[src/rtl/irq_pkg.sv]
// Shared constants for the interrupt vector controller: register offsets,
// FSM state encoding and ACTIVE register layout.
package irq_pkg;

    localparam logic [3:0] REG_PEND_L = 4'd0;
    localparam logic [3:0] REG_PEND_H = 4'd1;
    localparam logic [3:0] REG_MASK_L = 4'd2;
    localparam logic [3:0] REG_MASK_H = 4'd3;
    localparam logic [3:0] REG_EDGE_L = 4'd4;
    localparam logic [3:0] REG_EDGE_H = 4'd5;
    localparam logic [3:0] REG_ACTIVE = 4'd6;
    localparam logic [3:0] REG_EOI    = 4'd7;
    localparam logic [3:0] REG_VEC_H  = 4'd8;
    localparam logic [3:0] REG_VEC_L  = 4'd9;

    localparam logic [1:0] ST_IDLE    = 2'd0;
    localparam logic [1:0] ST_REQ     = 2'd1;
    localparam logic [1:0] ST_SERVICE = 2'd2;

    localparam int unsigned ACTIVE_VALID_BIT = 7;

endpackage

[src/rtl/irq_sync_edge.sv]
// One interrupt channel: input synchroniser, history flop and edge/level detect.
module irq_sync_edge #(
    parameter int unsigned SYNC_STAGES    = 2,
    parameter bit          IRQ_ACTIVE_LOW = 1'b1
) (
    input  logic clk,
    input  logic rst,
    input  logic src,
    output logic edge_det,
    output logic level
);

    // Raw level of an idle (de-asserted) source; XOR with it yields "asserted".
    localparam logic IDLE_LVL = IRQ_ACTIVE_LOW;

    logic [SYNC_STAGES-1:0] sync;
    logic                   hist;
    logic                   edge_q;
    logic                   cur_asserted;
    logic                   hist_asserted;

    assign cur_asserted  = sync[SYNC_STAGES-1] ^ IDLE_LVL;
    assign hist_asserted = hist ^ IDLE_LVL;

    always_ff @(posedge clk or posedge rst) begin
        if (rst) begin
            sync   <= {SYNC_STAGES{IDLE_LVL}};
            hist   <= IDLE_LVL;
            edge_q <= 1'b0;
        end else begin
            sync   <= {sync[SYNC_STAGES-2:0], src};
            hist   <= sync[SYNC_STAGES-1];
            edge_q <= cur_asserted & ~hist_asserted;
        end
    end

    assign edge_det = edge_q;
    assign level    = hist_asserted;

endmodule

[src/rtl/irq_vector_ctrl.sv]
// Multi-channel interrupt controller: masked, fixed-priority arbitration onto a
// single active-low CPU request, with a byte-wide register window and EOI.
module irq_vector_ctrl
    import irq_pkg::*;
#(
    parameter int unsigned NUM_IRQ        = 8,
    parameter int unsigned SYNC_STAGES    = 2,
    parameter bit          IRQ_ACTIVE_LOW = 1'b1,
    parameter int unsigned IRQ_PULSE      = 2,
    parameter logic [15:0] VECTOR_BASE    = 16'h0100,
    parameter logic [15:0] VECTOR_STRIDE  = 16'h0010
) (
    input  logic               clk,
    input  logic               rst,
    input  logic [NUM_IRQ-1:0] irq_src,
    input  logic               sel,
    input  logic [3:0]         addr,
    input  logic               rd,
    input  logic               wr,
    input  logic [7:0]         wdata,
    output logic [7:0]         rdata,
    output logic               irq_n,
    output logic               busy
);

    localparam logic [15:0] VALID = 16'((32'd1 << NUM_IRQ) - 32'd1);

    logic [15:0] edge_det;
    logic [15:0] level;
    logic [15:0] pending;
    logic [15:0] mask;
    logic [15:0] edge_mode;
    logic [1:0]  state;
    logic [1:0]  state_next;
    logic [3:0]  cnt;
    logic [3:0]  cnt_next;
    logic        eoi_pend;
    logic        eoi_next;
    logic [3:0]  active_id;
    logic [3:0]  id_next;
    logic        irq_n_next;
    logic        busy_next;
    logic        claim;
    logic [15:0] req;
    logic [3:0]  winner;
    logic        wr_en;
    logic        eoi;
    logic [15:0] w1c;
    logic [15:0] claim_clr;
    logic [15:0] pending_next;
    logic [15:0] vector;
    logic [7:0]  active_reg;
    logic [7:0]  rd_val;

    for (genvar g = 0; g < 16; g++) begin : g_chan
        if (g < NUM_IRQ) begin : g_used
            irq_sync_edge #(
                .SYNC_STAGES   (SYNC_STAGES),
                .IRQ_ACTIVE_LOW(IRQ_ACTIVE_LOW)
            ) u_sync (
                .clk     (clk),
                .rst     (rst),
                .src     (irq_src[g]),
                .edge_det(edge_det[g]),
                .level   (level[g])
            );
        end else begin : g_unused
            assign edge_det[g] = 1'b0;
            assign level[g]    = 1'b0;
        end
    end

    assign wr_en = sel & wr;
    assign eoi   = wr_en && (addr == REG_EOI);
    assign req   = pending & mask;

    // Lowest index wins.
    always_comb begin
        winner = 4'd0;
        for (int i = 15; i >= 0; i--) begin
            if (req[i]) winner = 4'(i);
        end
    end

    always_comb begin
        state_next = state;
        cnt_next   = cnt;
        eoi_next   = eoi_pend;
        id_next    = active_id;
        irq_n_next = irq_n;
        busy_next  = busy;
        claim      = 1'b0;
        case (state)
            ST_IDLE: begin
                eoi_next = 1'b0;
                if (req != 16'd0) begin
                    claim      = 1'b1;
                    id_next    = winner;
                    state_next = ST_REQ;
                    irq_n_next = 1'b0;
                    busy_next  = 1'b1;
                    cnt_next   = 4'(IRQ_PULSE - 1);
                end
            end
            ST_REQ: begin
                if (eoi) eoi_next = 1'b1;
                if (cnt == 4'd0) begin
                    irq_n_next = 1'b1;
                    state_next = ST_SERVICE;
                end else begin
                    cnt_next = cnt - 4'd1;
                end
            end
            ST_SERVICE: begin
                // An EOI seen during the pulse is honoured here, keeping the minimum request gap.
                if (eoi || eoi_pend) begin
                    state_next = ST_IDLE;
                    busy_next  = 1'b0;
                    eoi_next   = 1'b0;
                end
            end
            default: begin
                state_next = ST_IDLE;
                irq_n_next = 1'b1;
                busy_next  = 1'b0;
                eoi_next   = 1'b0;
            end
        endcase
    end

    always_ff @(posedge clk or posedge rst) begin
        if (rst) begin
            state     <= ST_IDLE;
            cnt       <= 4'd0;
            eoi_pend  <= 1'b0;
            active_id <= 4'd0;
            irq_n     <= 1'b1;
            busy      <= 1'b0;
        end else begin
            state     <= state_next;
            cnt       <= cnt_next;
            eoi_pend  <= eoi_next;
            active_id <= id_next;
            irq_n     <= irq_n_next;
            busy      <= busy_next;
        end
    end

    always_comb begin
        w1c = 16'd0;
        if (wr_en && addr == REG_PEND_L) w1c = {8'd0, wdata};
        if (wr_en && addr == REG_PEND_H) w1c = {wdata, 8'd0};
    end

    assign claim_clr = claim ? (16'd1 << winner) : 16'd0;

    // Edge bits: sticky with W1C and claim clear, a new edge wins; level bits track the input.
    assign pending_next = ((edge_mode & ((pending & ~w1c & ~claim_clr) | edge_det))
                          | (~edge_mode & level)) & VALID;

    always_ff @(posedge clk or posedge rst) begin
        if (rst) begin
            pending   <= 16'd0;
            mask      <= 16'd0;
            edge_mode <= VALID;
        end else begin
            pending <= pending_next;
            if (wr_en && addr == REG_MASK_L) mask[7:0]       <= wdata & VALID[7:0];
            if (wr_en && addr == REG_MASK_H) mask[15:8]      <= wdata & VALID[15:8];
            if (wr_en && addr == REG_EDGE_L) edge_mode[7:0]  <= wdata & VALID[7:0];
            if (wr_en && addr == REG_EDGE_H) edge_mode[15:8] <= wdata & VALID[15:8];
        end
    end

    assign vector = VECTOR_BASE + VECTOR_STRIDE * {12'd0, active_id};

    always_comb begin
        active_reg                   = 8'd0;
        active_reg[ACTIVE_VALID_BIT] = busy;
        active_reg[3:0]              = active_id;
    end

    always_comb begin
        rd_val = 8'd0;
        case (addr)
            REG_PEND_L: rd_val = pending[7:0];
            REG_PEND_H: rd_val = pending[15:8];
            REG_MASK_L: rd_val = mask[7:0];
            REG_MASK_H: rd_val = mask[15:8];
            REG_EDGE_L: rd_val = edge_mode[7:0];
            REG_EDGE_H: rd_val = edge_mode[15:8];
            REG_ACTIVE: rd_val = active_reg;
            REG_VEC_H:  rd_val = vector[15:8];
            REG_VEC_L:  rd_val = vector[7:0];
            default:    rd_val = 8'd0;
        endcase
    end

    always_ff @(posedge clk or posedge rst) begin
        if (rst) begin
            rdata <= 8'd0;
        end else if (sel && rd) begin
            rdata <= rd_val;
        end
    end

endmodule

[config.mk]
export PLATFORM = sky130hd
export DESIGN_NAME = irq_vector_ctrl
export DESIGN_NICKNAME = d
export VERILOG_FILES = /design/src/rtl/irq_pkg.sv /design/src/rtl/irq_sync_edge.sv /design/src/rtl/irq_vector_ctrl.sv
export SDC_FILE = /design/constraint.sdc
export NUM_CORES = 1
export LEC_CHECK = 0
export BUFFER_PORTS_ARGS = -buffer_cell sky130_fd_sc_hd__clkbuf_2
export CAP_MARGIN = 10
export CORE_MARGIN = 2
export CORE_UTILIZATION = 40
export CTS_BUF_LIST = sky130_fd_sc_hd__clkbuf_16
export DETAILED_ROUTE_END_ITERATION = 8
export HOLD_SLACK_MARGIN = 0.03
export PLACE_DENSITY_LB_ADDON = 0.2
export SETUP_SLACK_MARGIN = 0.2
export SLEW_MARGIN = 25
export SYNTH_ARGS = -nofsm -noshare
export SYNTH_HDL_FRONTEND = slang
export SYNTH_SLANG_ARGS = --single-unit
[constraint.sdc]
create_clock -name clk -period 3.25 [get_ports clk]
set_input_delay 0.65 -clock clk [delete_from_list [all_inputs] [get_ports clk]]
set_output_delay 0.65 -clock clk [all_outputs]
set_load 0.005 [all_outputs]
==> results.tsv, run 1 <==
metric	value	unit
outcome	completed	
drive_above_1_share	37.8	%
synth_seq_cells	76	
final_antenna_net_count	0	
setup_tns	0	ns
rows	32	
die-area	0.00871	mm²
synth_ff_type	dfrtp_1	
grt_overflow	0	
report.power.total	2.79	mW
final_nets	317	
syn-cell-area	0.00319	mm²
ys_seq_area_share	60.9	%
crit_buf_inv	1	
slowest_delay	0.56	ns
post-route-period-util	56.7	%
finalHoldViolCount	0	
fillCellCount	706	
critPathKind	input pin to flop	
p_leak	1.64	nW
fin_ws	1.41	ns
rsz0062_at_grt	no	
via_count	2119	
routed_wirelength	6.29	mm
fmax	0.543	GHz
gp_congestion	0.846	
power.density	738	mW/mm²
ys_warn_count	0	
cts_buffer_depth	2	
clock-sinks	76	
boundaryPins	35	
clk_latency	0.33	ns
port_buffers	34	
cts.reportedPaths.clkPinSlew	0.06	ns
cts_max_level	3	
post_cts_buffers	0	
startpoint_type	input pin	
synth_fp_nets	276	
core	0.00773	mm²
start_util	41.3	%
pre_cts_ws	1.04	ns
setup_violations	0	
ys_async_sr_fraction	100	%
utilization	48.9	%
grt_antenna_before_repair	0	
crit_chain	clkbuf_2 > and3b_1 > nor4b_4 > nand2_1 > a31oi_1 > mux2i_1	
grt_pass1_wl	10.7	mm
firstDrtPassIters	4	
vdd_ir_drop_max	308	µV
die_w	93.3	µm
grt_pass1_vias	2085	
crit_path_end_kind	flop	
cts_hold_buffers	0	
drtIter0Drc	161	
maxCapViolCount	0	
hpwl	4.43	mm
slew_headroom	57.8	%
antenna_cells	0	
slew_viol_final	0	
synth_cell_types	45	
die_height	93.3	µm
min_path_type	flop to flop	
grt_usage	16.2	%
cts.repair.resized	0	
crit_fanout	8	
cts-root-buf	clkbuf_16	
cp_slowest_cell	nor4b_4	
crit_required	3.46	ns
crit_arrival	2.06	ns
route.detailed.drc	0	
grt_max_degree	42	
area_growth	18.3	%
synth-edff-count	0	
cts_buffers	9	
hold-worst-slack	0.355	ns
cts_tree	built	
drt-vias-per-instance	5.32	
postSynthCellCount	250	
worst_pin_slew	0.630	ns
finClkSkew	0.00648	ns
wire_per_inst	15.8	µm
syn_avg_cell_area	12.8	µm²
fin_crit	1.84	ns
crit_family	simple AND/OR/NAND/NOR gates	
placed cells by master, fill, tap and decap left out, drive strengths merged, types with 2 or more instances in the layout:
cell	instances
o22ai	8
or2	2
clkinvlp	2
or4	2
a22oi	10
nand2	30
mux2i	10
nand3	3
o211ai	6
clkbuf	43
o21a	2
nor3	2
buf	2
nand4bb	2
xor2	2
a31oi	4
a21oi	8
o31ai	2
a22o	8
o2111ai	6
clkinv	3
dfstp	33
nor2b	11
dfrtp	43
nor2	10
nand2b	4
o21ai	3
inv	6
mux2	16
worst register-to-register path, delay by kind of cell, from the launching register on:
kind	cells	cell delay, ns
AND/OR/NAND/NOR	4	0.78
flip-flops	1	0.37
XOR/XNOR	1	0.15
adder cells (fa/ha/maj)	1	0.22
buffers and inverters	1	0.05
where the power goes:
group	total [mW]	internal [mW]	switching [mW]
combinational	0.514	0.239	0.275
clock	0.990	0.597	0.393
sequential	1.28	1.12	0.157
total	2.79	1.96	0.825
cells by family after synthesis:
group | after synthesis | share of synthesized area [%]
and+or+nand+nor | 73 | 13.3
xor gates and xnor gates | 2 | 0.549
adders and majority gates | 1 | 0.392
DFF | 76 | 60.9
muxes | 26 | 8.78
AOI/OAI and AO/OA | 61 | 14.6
buffers and inverters | 11 | 1.53
layout make-up:
| type | count | area (µm²) | share of cell area [%] |
|---|---|---|---|
| tap | 102 | 128 | 3.38 |
| clock inverter | 7 | 75.1 | 1.99 |
| clock buffer | 9 | 225 | 5.97 |
| timing repair buffer | 36 | 185 | 4.91 |
| sequential | 76 | 1940 | 51.5 |
| multi-input combinational | 163 | 1200 | 31.8 |
| inverter | 5 | 18.8 | 0.497 |
sequential cells by signal (all words and copies together), names as in the netlist:
register / cells
pending: 8
eoi_pend: 1
rdata: 8
irq_n: 1
busy: 1
g_chan.g_used.u_sync.edge_det: 8
cnt: 4
g_chan.g_used.u_sync.sync: 16
active_id: 3
edge_mode: 8
mask: 8
state: 2
g_chan.g_used.u_sync.hist: 8
through the flow:
step | instances | instance area, µm²
finish | 398 | 3770
global route | 398 | 3770
CTS | 398 | 3770
detailed placement | 382 | 3470
global placement | 382 | 3470
floorplan | 250 | 3190
synth_stat cells, types with 5 or more instances:
cell type,number,share of area [%]
a21oi_1,8,1.3
inv_1,5,0.59
nor2_1,9,1.1
dfstp_2,33,27
mux2i_1,10,3.1
o2111ai_1,6,1.6
dfrtp_1,43,34
buf_2,6,0.94
mux2_2,16,5.6
nor2b_1,11,2.2
a22oi_1,8,1.9
o211ai_1,6,1.4
nand2_1,29,3.4
o22ai_1,8,1.6
a22o_1,8,2.2
layer usage:
layer | wire [µm] | global-route usage, % | up-vias | share of wire, %
li1 | - | - | 1005 | -
met1 | 2970 | 22.1 | 1056 | 47
met2 | 2920 | 24.8 | 51 | 47
met3 | 280 | 3.71 | 7 | 4.5
met4 | 110 | 7.35 | 0 | 1.7
met5 | 0 | 0 | - | 0
path summary, 6_finish.rpt:
kind	from	to	slack, ns	cells past startpoint
worst min register to register	g_chan[4].g_used.u_sync.sync[0]	g_chan[4].g_used.u_sync.sync[1]	0.36	0
worst max-delay path	addr[3]	pending[1]	1.41	6
min in group asynchronous	rst	pending[2]	0.41	3
worst max register to register	cnt[0]	cnt[3]	1.56	7
worst min-delay path	g_chan[4].g_used.u_sync.sync[0]	g_chan[4].g_used.u_sync.sync[1]	0.36	0
max in group asynchronous	rst	g_chan[5].g_used.u_sync.hist	2.45	3
Power figures use the tool's default switching activity.
==> run 2: changes to the inputs <==
==> constraint.sdc (replaced) <==
create_clock -name clk -period 1.52 [get_ports clk]
set_input_delay 0.304 -clock clk [delete_from_list [all_inputs] [get_ports clk]]
set_output_delay 0.304 -clock clk [all_outputs]
set_load 0.005 [all_outputs]
==> results.tsv, run 2 (synthesis results as in run 1) <==
metric	value	unit	change
final_cell_mix	40 x dfrtp_1, 40 x buf_4, 34 x clkbuf_2, 33 x dfstp_2, 23 x nand2_1		was 43 x dfrtp_1, 34 x clkbuf_2, 33 x dfstp_2, 29 x nand2_1, 16 x mux2_2
crit_chain	inv_1 > ha_2 > or3b_4 > nand2b_4 > or4_4 > xor2_1 > nor2_1		was clkbuf_2 > and3b_1 > nor4b_4 > nand2_1 > a31oi_1 > mux2i_1
firstDrtPassIters	4		unchanged
start_util	41.3	%	unchanged
grt_antenna_before_repair	0		unchanged
min_path_type	input pin to flop		was flop to flop
cts_buffer_depth	2		unchanged
crit_arrival	1.84	ns	was 2.06 ns
regMostFlops	g_chan.g_used.u_sync.sync		unchanged
grt_pass1_wl	11.3	mm	was 10.7 mm
finClkSkew	0.00447	ns	was 0.00648 ns
grt_max_degree	77		was 42
die_height	93.3	µm	unchanged
startpoint_type	flop		was input pin
cts_buffers	9		unchanged
grt_overflow	0		unchanged
cts_tree	built		unchanged
port_buffers	34		unchanged
critPathKind	flop to flop		was input pin to flop
final_nets	365		was 317
cts-root-buf	clkbuf_16		unchanged
maxCapViolCount	0		unchanged
slowest_delay	0.42	ns	was 0.56 ns
crit_path_end_kind	flop		unchanged
fin_ws	-0.0978	ns	was 1.41 ns
drive_above_1_share	55.2	%	was 37.8%
gp_congestion	0.821		was 0.846
die_w	93.3	µm	unchanged
via_count	2260		was 2,119
slew_viol_final	0		unchanged
grt_pass1_vias	2304		was 2,085
final_antenna_net_count	0		unchanged
cp_slowest_cell	or4_4		was nor4b_4
hpwl	4.76	mm	was 4.43 mm
boundaryPins	35		unchanged
clk_latency	0.33	ns	about the same
slew_headroom	73.0	%	was 57.8%
drt-vias-per-instance	5.07		was 5.32
rows	32		unchanged
worst_pin_slew	0.405	ns	was 0.630 ns
setup_violations	3		was 0
antenna_cells	0		unchanged
fin_crit	1.62	ns	
routed_wirelength	6.96	mm	was 6.29 mm
crit_required	1.74	ns	was 3.46 ns
cts_max_level	3		unchanged
vdd_ir_drop_max	681	µV	was 308 µV
area_growth	36.9	%	was 18.3%
rsz0062_at_grt	yes		was no
wire_per_inst	15.6	µm	was 15.8 µm
report.power.total	6.85	mW	was 2.79 mW
largest_register_ffs	16		unchanged
finalHoldViolCount	0		unchanged
post-route-period-util	106	%	
core	0.00773	mm²	unchanged
cts.reportedPaths.clkPinSlew	0.06	ns	about the same
power.density	1570	mW/mm²	was 738 mW/mm²
fmax	0.618	GHz	
drtIter0Drc	103		was 161
route.detailed.drc	0		unchanged
p_leak	1.95	nW	was 1.64 nW
violations	setup timing		
crit_fanout	2		was 8
utilization	56.5	%	was 48.9%
grt_usage	17.3	%	was 16.2%
outcome	finished with violations		was completed
die-area	0.00871	mm²	unchanged
clock-sinks	76		unchanged
-- run 2: cell types whose count changed in the layout (fill, tap and decap cells not counted), moves of 4 or more --
cell       previous run  this run
o2111ai_2             0         4
nand2_1              29        23
buf_4                 2        40
mux2_2               16         8
nand2_2               1         6
mux2_4                0         8
o2111ai_1             6         2
buf_6                 0         7
-- run 2: path summary, 6_finish.rpt --
path                                                 startpoint                          endpoint  slack [ns]  depth (start not counted)
max in group asynchronous                                   rst                             irq_n        1.11                          3
worst max register to register                           cnt[1]                            cnt[3]        -0.1                          7
min in group asynchronous                                   rst  g_chan[1].g_used.u_sync.edge_det        0.05                          3
worst min-delay path                                 irq_src[4]   g_chan[4].g_used.u_sync.sync[0]        0.04                          1
worst min register to register  g_chan[0].g_used.u_sync.sync[0]   g_chan[0].g_used.u_sync.sync[1]        0.36                          0
worst max-delay path                                     cnt[1]                            cnt[3]        -0.1                          7
-- run 2: area by class of cell --
class	count	area [µm²]
clock buffers	9	225
clock inverters	7	83.8
fillers	670	3360
inverters	5	22.5
multi-input cells	163	1360
flip-flops and latches	76	1950
well taps	102	128
repair buffers	84	599
-- run 2: what timing repair did --
action,CTS,global route
pin swaps,18,13
hold buffers,0,1
gates resized for setup,16,18
endpoints found under the setup margin,15,19
buffers inserted,5,8
endpoints found under the hold margin,0,1
-- run 2: metrics by stage --
step | hold slack (ns) | cells | instance area (µm²) | worst slack (ns) | setup TNS, ns
6_report | 0.0443 | 446 | 4370 | -0.0978 | -0.264
5_1_grt | 0.0320 | 446 | 4370 | -0.144 | -0.769
4_1_cts | 0.0313 | 437 | 4220 | -0.0703 | -0.232
3_5_place_dp | 0.347 | 416 | 3820 | -0.0807 | -0.686
3_3_place_gp | 0.345 | 416 | 3820 | -0.0449 | -0.107
2_1_floorplan | 0.308 | 250 | 3260 | -0.0556 | -0.0556
-- run 2: where the power goes --
| group | internal, mW | leakage (nW) | switching, mW |
|---|---|---|---|
| Combinational | 1.08 | 0.913 | 0.843 |
| Sequential | 2.41 | 0.887 | 0.347 |
| Clock | 1.30 | 0.149 | 0.871 |
-- run 2: critical path: cells and delay by family, from the launching register on --
| kind | cells | cell delay (ns) |
|---|---|---|
| fa+ha+maj | 1 | 0.18 |
| simple gates | 4 | 0.78 |
| xor+xnor | 1 | 0.16 |
| flops | 1 | 0.34 |
| buf+inv | 1 | 0.05 |
-- run 2: per-layer routing --
layer / vias up / wire length [µm] / part of all wire (%) / GRT usage [%]
li1: 1095 / - / - / -
met1: 1108 / 3180 / 46 / 22.2
met2: 48 / 3370 / 48 / 27.2
met3: 9 / 289 / 4.2 / 5.64
met4: 0 / 120 / 1.7 / 6.99
met5: - / 0 / 0 / 0
==> run 3: changes to the inputs <==
--- a/config.mk
+++ b/config.mk
@@ -5,6 +5,7 @@
 export SDC_FILE = /design/constraint.sdc
 export NUM_CORES = 1
 export LEC_CHECK = 0
+export ABC_AREA = 1
 export BUFFER_PORTS_ARGS = -buffer_cell sky130_fd_sc_hd__clkbuf_2
 export CAP_MARGIN = 10
 export CORE_MARGIN = 2
==> results.tsv, run 3 <==
metric	value	unit	change
min_path_type	input pin to flop		unchanged
crit_chain	nand2_2 > nand2_2 > nor2_4 > inv_2 > o21ai_4 > nand2_4 > o21ai_1 > o21ai_1		was inv_1 > ha_2 > or3b_4 > nand2b_4 > or4_4 > xor2_1 > nor2_1
holdPathEnd	g_chan[5].g_used.u_sync.sync[0]		was g_chan[4].g_used.u_sync.sync[0]
cts_max_level	3		unchanged
final_antenna_net_count	0		unchanged
die_w	94.2	µm	was 93.3 µm
pre_cts_ws	-0.118	ns	was -0.0807 ns
crit_required	1.75	ns	was 1.74 ns
outcome	completed		was finished with violations
route.top_layer_used	met4		unchanged
hpwl	4.64	mm	was 4.76 mm
slew_headroom	73.3	%	was 73.0%
power.density	1520	mW/mm²	was 1570 mW/mm²
finalInstanceArea	0.00414	mm²	was 0.00437 mm²
boundaryPins	35		unchanged
vdd_ir_drop_max	613	µV	was 681 µV
critPathKind	flop to flop		unchanged
post-route-period-util	91.6	%	was 106%
cts_buffer_depth	2		unchanged
grt_usage	16.8	%	was 17.3%
setup_tns	0	ns	was -0.264 ns
ys_top_cells_by_area	dfrtp_1 33%, dfstp_2 27%, nand2_1 10%, inv_1 4.8%, nor2_1 3.8%		was dfrtp_1 34%, dfstp_2 27%, mux2_2 5.6%, nand2_1 3.4%, mux2i_1 3.1%
ys_async_sr_fraction	100	%	unchanged
synth_ff_type	dfrtp_1		unchanged
wl_met1	3.20	mm	was 3.18 mm
crit_fanout	6		was 2
final_cell_mix	71 x nand2_1, 43 x dfrtp_1, 41 x inv_1, 34 x clkbuf_2, 33 x dfstp_2		was 40 x dfrtp_1, 40 x buf_4, 34 x clkbuf_2, 33 x dfstp_2, 23 x nand2_1
report.power.total	6.28	mW	was 6.85 mW
finalHoldViolCount	0		unchanged
syn-cell-area	0.00326	mm²	was 0.00319 mm²
rows	32		unchanged
utilization	53.0	%	was 56.5%
die_height	94.2	µm	was 93.3 µm
finClkSkew	0.0115	ns	was 0.00447 ns
yosys.area.top_type_share	33.1	%	was 33.7%
postSynthCellCount	353		was 250
worst-r2r-cell-count	8		was 7
ys_warn_count	0		unchanged
fin_ws	0.128	ns	was -0.0978 ns
fillCellCount	756		was 670
area_growth	27.1	%	was 36.9%
start_util	41.7	%	was 41.3%
cts-root-buf	clkbuf_16		unchanged
reg2reg_slack	0.13	ns	was -0.1 ns
setup_violations	0		was 3
rsz0062_at_grt	yes		unchanged
clock-sinks	76		unchanged
yosys.area.top_type	dfrtp_1		unchanged
die-area	0.00888	mm²	was 0.00871 mm²
drtIter0Drc	106		was 103
slowest_delay	0.38	ns	was 0.42 ns
via_count	2473		was 2,260
synth_fp_nets	379		was 276
drive_above_1_share	39.5	%	was 55.2%
grt_pass1_wl	11.2	mm	was 11.3 mm
dr_wl_met3	366	µm	was 289 µm
routed_wirelength	6.77	mm	was 6.96 mm
drt-vias-per-instance	4.71		was 5.07
r2r_end	cnt[0]		was cnt[3]
yosysMostFrequentCell	nand2_1		was dfrtp_1
layout_commonest_cell	nand2_1		
maxCapViolCount	0		unchanged
wire_per_inst	12.9	µm	was 15.6 µm
grt_max_degree	77		unchanged
cts_hold_buffers	0		unchanged
route.detailed.drc	0		unchanged
gp_congestion	0.819		was 0.821
firstDrtPassIters	4		unchanged
core	0.00781	mm²	was 0.00773 mm²
grt_overflow	0		unchanged
crit_path_end_kind	flop		unchanged
hold_depth	1		unchanged
startpoint_type	flop		unchanged
synth_cell_types	32		was 45
clk_latency	0.34	ns	was 0.33 ns
place_area	0.00365	mm²	was 0.00382 mm²
cts_tree	built		unchanged
final_nets	444		was 365
cp_slowest_cell	dfrtp_1		was or4_4
synth-edff-count	0		unchanged
dp.cells	499		was 416
yosys-top-cells-count	89 x nand2_1, 43 x dfrtp_1, 42 x inv_1, 33 x dfstp_2, 33 x nor2_1		was 43 x dfrtp_1, 33 x dfstp_2, 29 x nand2_1, 16 x mux2_2, 11 x nor2b_1
grt_antenna_before_repair	0		unchanged
slew_viol_final	0		unchanged
r2r_start	pending[7]		was cnt[1]
hold-worst-slack	0.0518	ns	was 0.0443 ns
synth_seq_cells	76		unchanged
cts_buffers	9		unchanged
hold_start	irq_src[5]		was irq_src[4]
grt_pass1_vias	2398		was 2,304
port_buffers	34		unchanged
antenna_cells	0		unchanged
cts.reportedPaths.clkPinSlew	0.06	ns	about the same
syn_avg_cell_area	9.22	µm²	was 12.8 µm²
p_leak	2.04	nW	was 1.95 nW
instances_no_fill	525		was 446
regMostFlops	g_chan.g_used.u_sync.sync		unchanged
worst_pin_slew	0.399	ns	was 0.405 ns
ys_seq_area_share	59.7	%	was 60.9%
fin_crit	1.39	ns	was 1.62 ns
largest_register_ffs	16		unchanged
crit_arrival	1.62	ns	was 1.84 ns
met2WireLength	3.00	mm	was 3.37 mm
fmax	0.718	GHz	was 0.618 GHz
## run 3: cell types whose count changed after synthesis, sizes merged, moves of 6 or more
cell	before	now
a21oi	8	22
inv	5	52
nand4	0	6
nor2b	11	0
a22oi	10	0
nand2	30	97
mux2	16	0
mux2i	10	0
nor2	10	37
o22ai	8	0
nand3	3	11
o21ai	3	32
a22o	8	0
## run 3: what timing repair did
action,4_1_cts,5_1_grt
resized for setup,19,16
endpoints found under the hold margin,0,0
endpoints found under the setup margin,15,33
pin swaps,9,13
setup buffers,4,6
## run 3: worst max path at each step
stage,startpoint,endpoint,slack [ns],depth (start not counted)
after floorplan,mask[0],cnt[0],0.21,8
after global placement,addr[2],edge_mode[6],-0.11,8
after detailed placement,addr[2],edge_mode[6],-0.12,8
after CTS,mask[7],pending[3],0.12,12
after global routing,pending[7],pending[3],0.04,12
final,pending[7],cnt[0],0.13,8
## run 3: logic make-up (layout without fill, tap and decap cells)
| family | count (synthesis) | after routing | share of synthesized area, % |
|---|---|---|---|
| AO/OA/AOI/OAI | 62 | 62 | 11.7 |
| adder cells (fa/ha/maj) | 1 | 1 | 0.384 |
| buffers and inverters | 57 | 127 | 7.07 |
| flip-flops | 76 | 76 | 59.7 |
| AND/OR/NAND/NOR | 157 | 157 | 21.2 |
## run 3: power breakdown
group          switching (mW)  internal, mW
clock network           0.782          1.25
registers               0.203          2.40
logic                   0.964         0.679
total                    1.95          4.33
## run 3: routing by layer
| layer | GRT usage, % | vias to the layer above |
|---|---|---|
| met3 | 3.29 | 17 |
| met2 | 25.1 | 62 |
| met5 | 0 | - |
| met4 | 8.82 | 0 |
| li1 | - | 1247 |
| met1 | 23.2 | 1147 |
## run 3: critical path, delay by kind of cell, from the launching register on
kind	cells	cell delay [ns]
AOI/OAI and AO/OA	3	0.41
buffers and inverters	1	0.06
DFF	1	0.38
and+or+nand+nor	4	0.43
## run 3: cell type report
type	instances	area, µm²	area share [%]
inverter	53	203	4.90
clock buffer	9	225	5.44
tap	102	128	3.09
multi-input combinational	220	1190	28.7
clock inverter	7	60.1	1.45
timing repair buffer	58	390	9.44
sequential	76	1940	47.0
